`config.mk`:
```
export PLATFORM = sky130hd
export DESIGN_NAME = hazard_scoreboard
export DESIGN_NICKNAME = d
export VERILOG_FILES = /design/src/rtl/hazard_scoreboard_pkg.sv /design/src/rtl/hazard_scoreboard_sat_counter.sv /design/src/rtl/hazard_scoreboard.sv
export SDC_FILE = /design/constraint.sdc
export NUM_CORES = 1
export LEC_CHECK = 0
export ABC_CLOCK_PERIOD_IN_PS = 2990
export CAP_MARGIN = 15
export CORE_MARGIN = 2
export CORE_UTILIZATION = 50
export CTS_CLUSTER_DIAMETER = 80
export DETAILED_ROUTE_END_ITERATION = 10
export PLACE_DENSITY = 0.8
export SYNTH_ARGS = -nofsm -noshare
export SYNTH_HDL_FRONTEND = slang
export SYNTH_SLANG_ARGS = --single-unit
```
`constraint.sdc`:
```
create_clock -name clk -period 2.99 [get_ports clk]
set_clock_uncertainty 0.05 [all_clocks]
set_input_delay 0.598 -clock clk [delete_from_list [all_inputs] [get_ports clk]]
set_output_delay 0.598 -clock clk [all_outputs]
set_load 0.05 [all_outputs]
```
`src/rtl/hazard_scoreboard_pkg.sv`:
```
// Shared constants and types for the pipeline interlock scoreboard.
package hazard_scoreboard_pkg;

  localparam logic [4:0] REG_ZERO = 5'd0;
  localparam int         SB_DEPTH = 3;

  localparam int SLOT_EX  = 0;
  localparam int SLOT_MEM = 1;
  localparam int SLOT_WB  = 2;

  typedef struct packed {
    logic       vld;
    logic [4:0] dst;
  } sb_entry_t;

  localparam sb_entry_t SB_EMPTY = '{vld: 1'b0, dst: REG_ZERO};

endpackage

```
`src/rtl/hazard_scoreboard_sat_counter.sv`:
```
// Saturating up-counter: holds at all-ones instead of wrapping.
module sat_counter #(
  parameter int W = 16
) (
  input  logic         clk,
  input  logic         rst,
  input  logic         inc,
  output logic [W-1:0] count
);

  logic [W-1:0] count_reg;

  always_ff @(posedge clk or posedge rst) begin
    if (rst) begin
      count_reg <= '0;
    end else if (inc && (count_reg != '1)) begin
      count_reg <= count_reg + 1'b1;
    end
  end

  assign count = count_reg;

endmodule

```
`src/rtl/hazard_scoreboard.sv`:
```
// RAW interlock for a forwarding-less 5-stage pipeline: tracks in-flight
// destinations in EX/MEM/WB, stalls ID on a hit, squashes on taken branches.
module hazard_scoreboard
  import hazard_scoreboard_pkg::*;
#(
  parameter bit WB_BYPASS = 1'b0,
  parameter int CNT_W     = 16
) (
  input  logic             clk,
  input  logic             rst,
  input  logic             id_valid,
  input  logic [4:0]       id_rs,
  input  logic [4:0]       id_rt,
  input  logic             id_use_rs,
  input  logic             id_use_rt,
  input  logic             id_reg_write,
  input  logic [4:0]       id_dest,
  input  logic             ex_branch_taken,
  output logic             stall,
  output logic             bubble_idex,
  output logic             flush_ifid,
  output logic [CNT_W-1:0] stall_cnt,
  output logic [CNT_W-1:0] flush_cnt
);

  sb_entry_t         sb_reg [SB_DEPTH];
  logic [SB_DEPTH-1:0] rs_match;
  logic [SB_DEPTH-1:0] rt_match;
  logic              hit_rs;
  logic              hit_rt;
  logic              issue;

  // With a write-before-read register file the WB slot is already visible.
  generate
    for (genvar gi = 0; gi < SB_DEPTH; gi++) begin : g_cmp
      localparam bit SLOT_LIVE = (gi != SLOT_WB) || !WB_BYPASS;
      assign rs_match[gi] = SLOT_LIVE && sb_reg[gi].vld && (sb_reg[gi].dst == id_rs);
      assign rt_match[gi] = SLOT_LIVE && sb_reg[gi].vld && (sb_reg[gi].dst == id_rt);
    end
  endgenerate

  assign hit_rs = id_use_rs && (id_rs != REG_ZERO) && (|rs_match);
  assign hit_rt = id_use_rt && (id_rt != REG_ZERO) && (|rt_match);

  // A taken branch means ID is on the wrong path: squash it, never hold it.
  assign stall       = id_valid && (hit_rs || hit_rt) && !ex_branch_taken;
  assign bubble_idex = stall || ex_branch_taken;
  assign flush_ifid  = ex_branch_taken;

  assign issue = id_valid && id_reg_write && (id_dest != REG_ZERO) &&
                 !stall && !ex_branch_taken;

  always_ff @(posedge clk or posedge rst) begin
    if (rst) begin
      for (int i = 0; i < SB_DEPTH; i++) begin
        sb_reg[i] <= SB_EMPTY;
      end
    end else begin
      for (int i = SB_DEPTH - 1; i > 0; i--) begin
        sb_reg[i] <= sb_reg[i-1];
      end
      sb_reg[SLOT_EX] <= issue ? sb_entry_t'{vld: 1'b1, dst: id_dest} : SB_EMPTY;
    end
  end

  sat_counter #(.W(CNT_W)) u_stall_cnt (
    .clk   (clk),
    .rst   (rst),
    .inc   (stall),
    .count (stall_cnt)
  );

  sat_counter #(.W(CNT_W)) u_flush_cnt (
    .clk   (clk),
    .rst   (rst),
    .inc   (ex_branch_taken),
    .count (flush_cnt)
  );

endmodule

```
# == Word-level counts from Yosys, hierarchy flattened ==
# Cells that the tools add are included.
# word_totals
inputBits,22
rom_bits,0
mem_bits_rw,0
latch_bits,0
out_inout_bits,35
n_memories,0
regBits,50
elab_cells,46
# op_classes
reduce_logical,27
n_lt_le_gt_ge,0
bitwise_logic,0
shifts,0
div,0
add_sub_neg,2
multipliers,0
muxes,1
n_eq_ne,8
# ops
op,n
"adder 16 x 1 -> 16 bit, second input constant",2
"!= test 16 bit, second input constant",2
== test 5 bit,6
logical AND 1 bit,18
nonzero test 5 bit,3
two-way mux 6 bit,1
OR reduction 3 bit,2
logical NOT 1 bit,2
logical OR 1 bit,2

# == Logic depth before layout (Yosys ltp) ==
# Gate-level depths: netlist of the first run.
# depth
word_depth,11
ltp_mapped,8

# == Modules after synthesis ==
# Synthesis of the first run repeated with hierarchy kept, for this count alone.
# unflattened
hier_cells,227
hier_area_um2,2544.9
# by_module_without_submodules
mod,instances,area_each_um2,cells_per_inst
sat_counter,2,805.8,71
hazard_scoreboard,1,933.4,85

# == Worst setup path before layout of the first run ==
# No wires, ideal clock.
# synth_timing
kind,input-to-output
from,input id_rt[3]
to,output stall
path_stages,8
path_buffers,2
slack_ns,0.195
t_arrival_ns,2.147
path_cell_list,xor2_1 > nor4_2 > nand3_1 > a31o_1 > buf_6 > buf_4 > nand2_2 > and2_1
# synth_via
elab_chain_cells,7
# synth_lines
item,line,source
"start, declared",hazard_scoreboard.sv:13,"input logic [4:0] id_rt,"
== test 5 bit,hazard_scoreboard.sv:38,assign rt_match[gi] = SLOT_LIVE && sb_reg[gi].vld && (sb_reg[gi].dst == id_rt);
logical AND 1 bit,hazard_scoreboard.sv:38,
OR reduction 3 bit,hazard_scoreboard.sv:43,assign hit_rt = id_use_rt && (id_rt != REG_ZERO) && (|rt_match);
logical AND 1 bit (*),hazard_scoreboard.sv:43,
logical OR 1 bit (*),hazard_scoreboard.sv:46,assign stall = id_valid && (hit_rs || hit_rt) && !ex_branch_taken;
logical AND 1 bit (*) (2 in series),hazard_scoreboard.sv:46,
"end, declared",hazard_scoreboard.sv:19,"output logic stall,"
# Every way passes the cells marked *; elsewhere a longest branch is shown, timed or not.

# == Worst setup path in the final report of the first run ==
# layout_timing
from,input id_rs[1]
to,output stall
# layout_via
elab_chain_cells,7
# layout_lines
item,line,source
"start, declared",hazard_scoreboard.sv:12,"input logic [4:0] id_rs,"
== test 5 bit,hazard_scoreboard.sv:37,assign rs_match[gi] = SLOT_LIVE && sb_reg[gi].vld && (sb_reg[gi].dst == id_rs);
logical AND 1 bit,hazard_scoreboard.sv:37,
OR reduction 3 bit,hazard_scoreboard.sv:42,assign hit_rs = id_use_rs && (id_rs != REG_ZERO) && (|rs_match);
logical AND 1 bit (*),hazard_scoreboard.sv:42,
logical OR 1 bit (*),hazard_scoreboard.sv:46,
logical AND 1 bit (*) (2 in series),hazard_scoreboard.sv:46,
# Marks and branches as above.

==> impl_metrics.py, run 1 <==
metrics = {
    "yosys": {
        "synth-main-ff-cell": "dfrtp_1",
        "ys_seq_elements": 50,
        "syn_area_per_cell_sq_um": 11.1,
        "seq_area_frac_synth_pct": 49.6,
        "async_reset_ff_share_pct": 100,
        "synth_top_cell_by_area": "dfrtp_1",
        "syn_nets": 251,
        "syn_inst": 227,
        "synth-edff-count": 0,
        "ys.warnings.count": 0,
        "syn-cell-area_sq_um": 2520,
        "synth.area.top_cells": "dfrtp_1, xor2_1, xnor2_1, nand4_1, nand2_1",
        "ys_types": 39,
        "synth_top_area_share_pct": 49.6,
    },
    "finish": {
        "final_common_cell": "dfrtp_1",
        "final_util_pct": 70.4,
        "num_antenna_cells": 0,
        "fin_cells": 371,
        "final_nets": 327,
        "largest_register_ff_count": 18,
        "drive_gt1_share_pct": 13.8,
        "syn_to_final_growth_pct": 33.6,
        "mostFrequentLayoutCells": "dfrtp_1, clkdlybuf4s50_1, xor2_1",
    },
    "sta": {
        "clock.fmax_mhz": 339,
        "worst_pin_slew_ns": 0.689,
        "setup_violations": 0,
        "tns_ns": 0,
        "setup_ws_ns": 0.0385,
        "fin_crit_ns": 2.95,
        "slew_violations": 0,
        "fin_crit_sh_pct": 98.7,
        "finalHoldViolations": 0,
        "slew_headroom_pct": 53.5,
    },
    "detailed_routing": {
        "ant_nets": 0,
        "vias_per_cell": 5.34,
        "top_layer": "met4",
        "wl_um": 5630,
        "drt_pass1_iterations": 4,
        "wl_per_cell_um": 15.2,
        "wl_met1_um": 2570,
        "num_vias": 1982,
        "wl_met2_um": 2750,
        "dr_wl_met3_um": 231,
        "drc_errors": 0,
        "drt_iter0_markers": 98,
    },
    "critical_path": {
        "worst_setup_path_end_kind": "output pin",
        "crit_path_start": "id_rs[1]",
        "worstPathMaxFanout": 3,
        "start_kind": "primary input",
        "arrival_ns": 2.30,
        "cp.required_ns": 2.34,
        "rrSetupSlack_ns": 0.67,
        "timing.rr.start": "sb_reg[7]$_DFF_PP0_",
        "crit_type": "primary input to output pin",
    },
    "die": {
        "die_w_um": 75.0,
        "fp.coreArea_sq_um": 4790,
        "start_util_pct": 52.7,
        "pin_count": 57,
        "die_y_um": 75.0,
        "rows": 25,
        "die-area_sq_um": 5630,
    },
    "clock_tree": {
        "cts_buffers": 5,
        "clk_pin_slew_ns": 0.09,
        "clkLatencyLatePin_ns": 0.30,
        "h-tree-depth": 2,
        "root_buffer": "clkbuf_8",
        "cts_hold_buf": 0,
        "cts_buffer_depth": 2,
        "cts.sinks": 50,
        "cts_tree": "yes",
    },
    "pwr": {
        "powerDensity_nw_per_um2": 505,
        "power.total_mw": 1.70,
        "p_leak_nw": 1.56,
        "ir_drop_v": 0.000653,
    },
    "global_route": {
        "grt.total_usage_pct": 21.4,
        "grt_pass1_vias": 1971,
        "grt-ovfl-total": 0,
        "grt_max_degree": 28,
        "antenna_found_initial": 0,
        "grt_first_pass_wirelength_um": 8970,
    },
    "place": {
        "dp.cells": 363,
        "hpwl_um": 4270,
        "place.port_buffers": 56,
        "pre_cts_ws_ns": -0.135,
        "place_congestion": 0.926,
    },
    "flow_run": {
        "cap_violations": 0,
    },
    "worst_hold_path": {
        "worstHoldStart": "sb_reg[11]$_DFF_PP0_",
        "hold_class": "flop to flop",
    },
    "run_status": {
        "status": "finished, final reports clean",
    },
}
[critical path, stage by stage]
cell	delay, ns
clkdlybuf4s50_1	0.43
xor2_1	0.20
nor4_2	0.32
nand3_1	0.11
a31o_2	0.23
nand2_2	0.09
and2_1	0.15
buf_6	0.16
[synthesized netlist by cell type, types with 3 or more instances]
master	count
nand2_1	18
nor4_1	6
xor2_1	40
xnor2_1	17
nand3_1	12
and3_1	3
a2111oi_2	3
inv_1	8
dfrtp_1	50
nand2b_1	3
nand4_1	12
nor3_1	8
buf_6	3
a21oi_1	8
[cell families after synthesis]
kind of cell	after synthesis	synth area share, %
AND/OR/NAND/NOR	75	16.5
XOR/XNOR	57	19.8
flip-flops	50	49.6
AO/OA/AOI/OAI	26	8.28
buffers and inverters	13	3.12
multiplexers	4	1.69
adder cells (fa/ha/maj)	2	0.992
[layer usage]
metal  GRT usage (%)  up-vias
met2            35.3       45
met1            28.4      974
li1                -      956
met5               0        -
met3            4.69        7
met4            6.75        0
[path summary, 6_finish.rpt]
check / to / cells after the start
setup / recovery: stall / 8
hold / removal: sb_reg[5]$_DFF_PP0_ / 0
setup reg to reg: u_stall_cnt.count[14]$_DFFE_PP0P_ / 7
hold reg to reg: sb_reg[5]$_DFF_PP0_ / 0
max in group asynchronous: u_flush_cnt.count[9]$_DFFE_PP0P_ / 3
min in group asynchronous: u_flush_cnt.count[11]$_DFFE_PP0P_ / 2
[power breakdown]
part | leakage (nW) | internal (mW) | switching [mW]
Sequential | 0.682 | 0.727 | 0.0771
Combinational | 0.826 | 0.167 | 0.266
Clock | 0.0524 | 0.251 | 0.216
[stage by stage]
stage	hold WS (ns)	instance area, sq um
CTS	0.388	3360
detailed placement	0.369	3250
global placement	0.366	3250
floorplan	0.323	2520
global route	0.406	3370
finish	0.378	3370
[timing repair]
item                                    CTS  global route
pin swaps                                 5             0
gates resized for setup                  15             1
endpoints found under the hold margin     0             0
setup buffers                             0             0
endpoints found under the setup margin    2             1
[area by class of cell]
| cell class | instances | area [sq um] |
|---|---|---|
| multi-input combinational | 164 | 1210 |
| tap | 67 | 83.8 |
| inverter | 8 | 30.0 |
| sequential | 50 | 1250 |
| fill | 369 | 1420 |
| clock buffer | 7 | 76.3 |
| timing repair buffer | 74 | 687 |
| clock inverter | 1 | 30.0 |
No activity file was read; power rests on OpenSTA's default activity.
==> inputs of run 2 (changes only) <==
--- a/config.mk
+++ b/config.mk
@@ -5,13 +5,14 @@
 export SDC_FILE = /design/constraint.sdc
 export NUM_CORES = 1
 export LEC_CHECK = 0
+export ABC_AREA = 1
 export ABC_CLOCK_PERIOD_IN_PS = 2990
-export CAP_MARGIN = 15
+export CAP_MARGIN = 20
 export CORE_MARGIN = 2
 export CORE_UTILIZATION = 50
 export CTS_CLUSTER_DIAMETER = 80
 export DETAILED_ROUTE_END_ITERATION = 10
-export PLACE_DENSITY = 0.8
+export PLACE_DENSITY = 0.78
 export SYNTH_ARGS = -nofsm -noshare
 export SYNTH_HDL_FRONTEND = slang
 export SYNTH_SLANG_ARGS = --single-unit
==> run 2 against run 1 <==
Effect of this change: cell count up 41%; global-route usage about the same; synthesized area up 15%; via count up 28%; utilization down 4.8 points; non-clock buffer count down 16; critical path depth up 4; fmax up 2.9%.
==> impl_metrics.py, run 2 <==
metrics = {
    "die": {
        "die_w_um": 80.0,
        "fp.coreArea_sq_um": 5540,
        "pin_count": 57,
        "start_util_pct": 52.2,
        "die_y_um": 80.0,
        "rows": 27,
        "die-area_sq_um": 6400,
    },
    "critical_path": {
        "r2r_end": "u_stall_cnt.count[10]$_DFFE_PP0P_",
        "crit_chain": "clkdlybuf4s50_1, inv_2, nand2_1, nand2_1, nor2_1, nand3_1, nand3_2, nand2_2, nand2_4, nand3_4, inv_1, buf_12",
        "critPathMaxStageDelay_ns": 0.59,
        "worstPathMaxFanout": 5,
        "arrival_ns": 2.22,
        "start_kind": "primary input",
        "worst_setup_path_end_kind": "output pin",
        "rrSetupSlack_ns": 1.09,
        "cp.required_ns": 2.34,
        "reg2reg_depth": 8,
        "crit_type": "primary input to output pin",
        "crit_top_cell": "nand2_1",
        "critical_path.slowest_cell": "clkdlybuf4s50_1",
        "timing.rr.start": "u_stall_cnt.count[0]$_DFFE_PP0P_",
    },
    "yosys": {
        "synth_top_area_share_pct": 43.3,
        "ys.warnings.count": 0,
        "syn-cell-area_sq_um": 2890,
        "syn_inst": 388,
        "ys_seq_elements": 50,
        "post-synth-top-count-cell": "nand2_1",
        "ys_types": 31,
        "synth_top_cell_by_area": "dfrtp_1",
        "syn_nets": 412,
        "synth-main-ff-cell": "dfrtp_1",
        "syn_area_per_cell_sq_um": 7.45,
        "synthTopCellsByCount": "nand2_1, dfrtp_1, nor2_1",
        "async_reset_ff_share_pct": 100,
        "synth.area.top_cells": "dfrtp_1, nand2_1, nor2_1, xor2_1, inv_1",
        "synth-edff-count": 0,
        "seq_area_frac_synth_pct": 43.3,
    },
    "finish": {
        "mostFrequentLayoutCells": "nand2_1, clkdlybuf4s50_1, dfrtp_1",
        "syn_to_final_growth_pct": 25.8,
        "final_util_pct": 65.6,
        "largest_register_ff_count": 18,
        "final_nets": 473,
        "drive_gt1_share_pct": 11.3,
        "num_antenna_cells": 0,
        "final_common_cell": "nand2_1",
    },
    "clock_tree": {
        "cts_hold_buf": 0,
        "clkLatencyLatePin_ns": 0.31,
        "cts_buffers": 5,
        "root_buffer": "clkbuf_8",
        "h-tree-depth": 2,
        "cts.sinks": 50,
        "cts_setup_buffers": 0,
        "cts-resized-gates": 0,
        "cts_tree": "yes",
        "cts_buffer_depth": 2,
        "clk_pin_slew_ns": 0.10,
    },
    "pwr": {
        "ir_drop_v": 0.000387,
        "p_leak_nw": 1.76,
        "powerDensity_nw_per_um2": 465,
        "power.total_mw": 1.69,
    },
    "place": {
        "pre_cts_ws_ns": 0.160,
        "place_congestion": 0.980,
        "hpwl_um": 4950,
        "place.port_buffers": 56,
    },
    "sta": {
        "tns_ns": 0,
        "hold_slack_ns": 0.344,
        "fin_crit_sh_pct": 95.9,
        "finalHoldViolations": 0,
        "fin_crit_ns": 2.87,
        "worst_pin_slew_ns": 0.509,
        "setup_ws_ns": 0.121,
        "rsz0062_at_grt": "no",
        "clock.fmax_mhz": 349,
        "slew_headroom_pct": 66.0,
        "setup_violations": 0,
        "slew_violations": 0,
    },
    "detailed_routing": {
        "num_vias": 2532,
        "drt_pass1_iterations": 4,
        "ant_nets": 0,
        "drc_errors": 0,
        "drt_iter0_markers": 100,
        "vias_per_cell": 4.85,
        "wl_per_cell_um": 12.4,
        "wl_um": 6450,
    },
    "global_route": {
        "grt_pass1_vias": 2331,
        "antenna_found_initial": 0,
        "grt.total_usage_pct": 21.4,
        "grt-ovfl-total": 0,
        "grt_max_degree": 25,
        "grt_first_pass_wirelength_um": 10700,
    },
    "worst_hold_path": {
        "hold_end": "sb_reg[6]$_DFF_PP0_",
        "hold_class": "flop to flop",
        "hold_depth": 0,
        "worstHoldStart": "sb_reg[12]$_DFF_PP0_",
    },
    "run_status": {
        "status": "finished, final reports clean",
    },
    "flow_run": {
        "cap_violations": 0,
    },
}
[run 2: changes by cell type in the layout (fill, tap and decap cells not counted), sizes merged, moves of 9 or more]
cell / previous run / this run
inv: 8 / 54
nor2: 2 / 44
buf: 20 / 5
nand3: 12 / 22
xor2: 40 / 18
nand2: 19 / 152
dlygate4sd2: 9 / 0
[run 2: how the worst max path moves through the flow]
stage | startpoint | endpoint | slack, ns | cells after the start
3_5_place_dp | id_rs[0] | stall | 0.16 | 12
6_report | id_rs[0] | stall | 0.12 | 12
5_1_grt | id_rs[0] | stall | 0.02 | 12
3_3_place_gp | id_rs[1] | stall | 0.16 | 12
2_1_floorplan | id_rs[2] | stall | 0.82 | 10
4_1_cts | id_rs[0] | stall | 0.15 | 12
[run 2: cells by family (layout without fill, tap and decap cells)]
| logic type | count (synthesis) | after routing | synth area share [%] |
|---|---|---|---|
| xor+xnor | 28 | 28 | 8.74 |
| fa+ha+maj | 2 | 2 | 0.866 |
| buf+inv | 59 | 121 | 8.44 |
| simple gates | 240 | 240 | 36.8 |
| compound gates | 9 | 9 | 1.82 |
| flops | 50 | 50 | 43.3 |
[run 2: per-stage QoR]
step | cells | cell area, sq um
after floorplan | 388 | 2890
after global placement | 514 | 3540
after detailed placement | 514 | 3540
after CTS | 522 | 3630
after global routing | 522 | 3630
final | 522 | 3630
[run 2: cell type report]
cell class                      count  area (sq um)
Clock buffer                        6          82.6
Tap cell                           72          90.1
Clock inverter                      2          16.3
Sequential cell                    50          1250
Timing Repair Buffer               58           593
Multi-Input combinational cell    279          1400
Inverter                           55           206
Fill cell                         511          1910
[run 2: metal layers]
layer  part of all wire [%]  GRT usage [%]
met4                   0.42           5.08
met5                      0              0
met2                     50           36.1
met3                    4.2           4.30
met1                     45           28.4
[run 2: report_power, final]
group          total [mW]  switching [mW]  leakage (nW)  internal [mW]
Clock               0.426           0.235        0.0478          0.191
Sequential          0.795          0.0673         0.677          0.728
Combinational       0.468           0.302          1.04          0.166
Total                1.69           0.605          1.76           1.09
[run 2: worst max-delay path, delay by kind of cell]
family | cells | cell delay [ns]
buffers and inverters | 4 | 0.92
AND/OR/NAND/NOR | 8 | 0.70
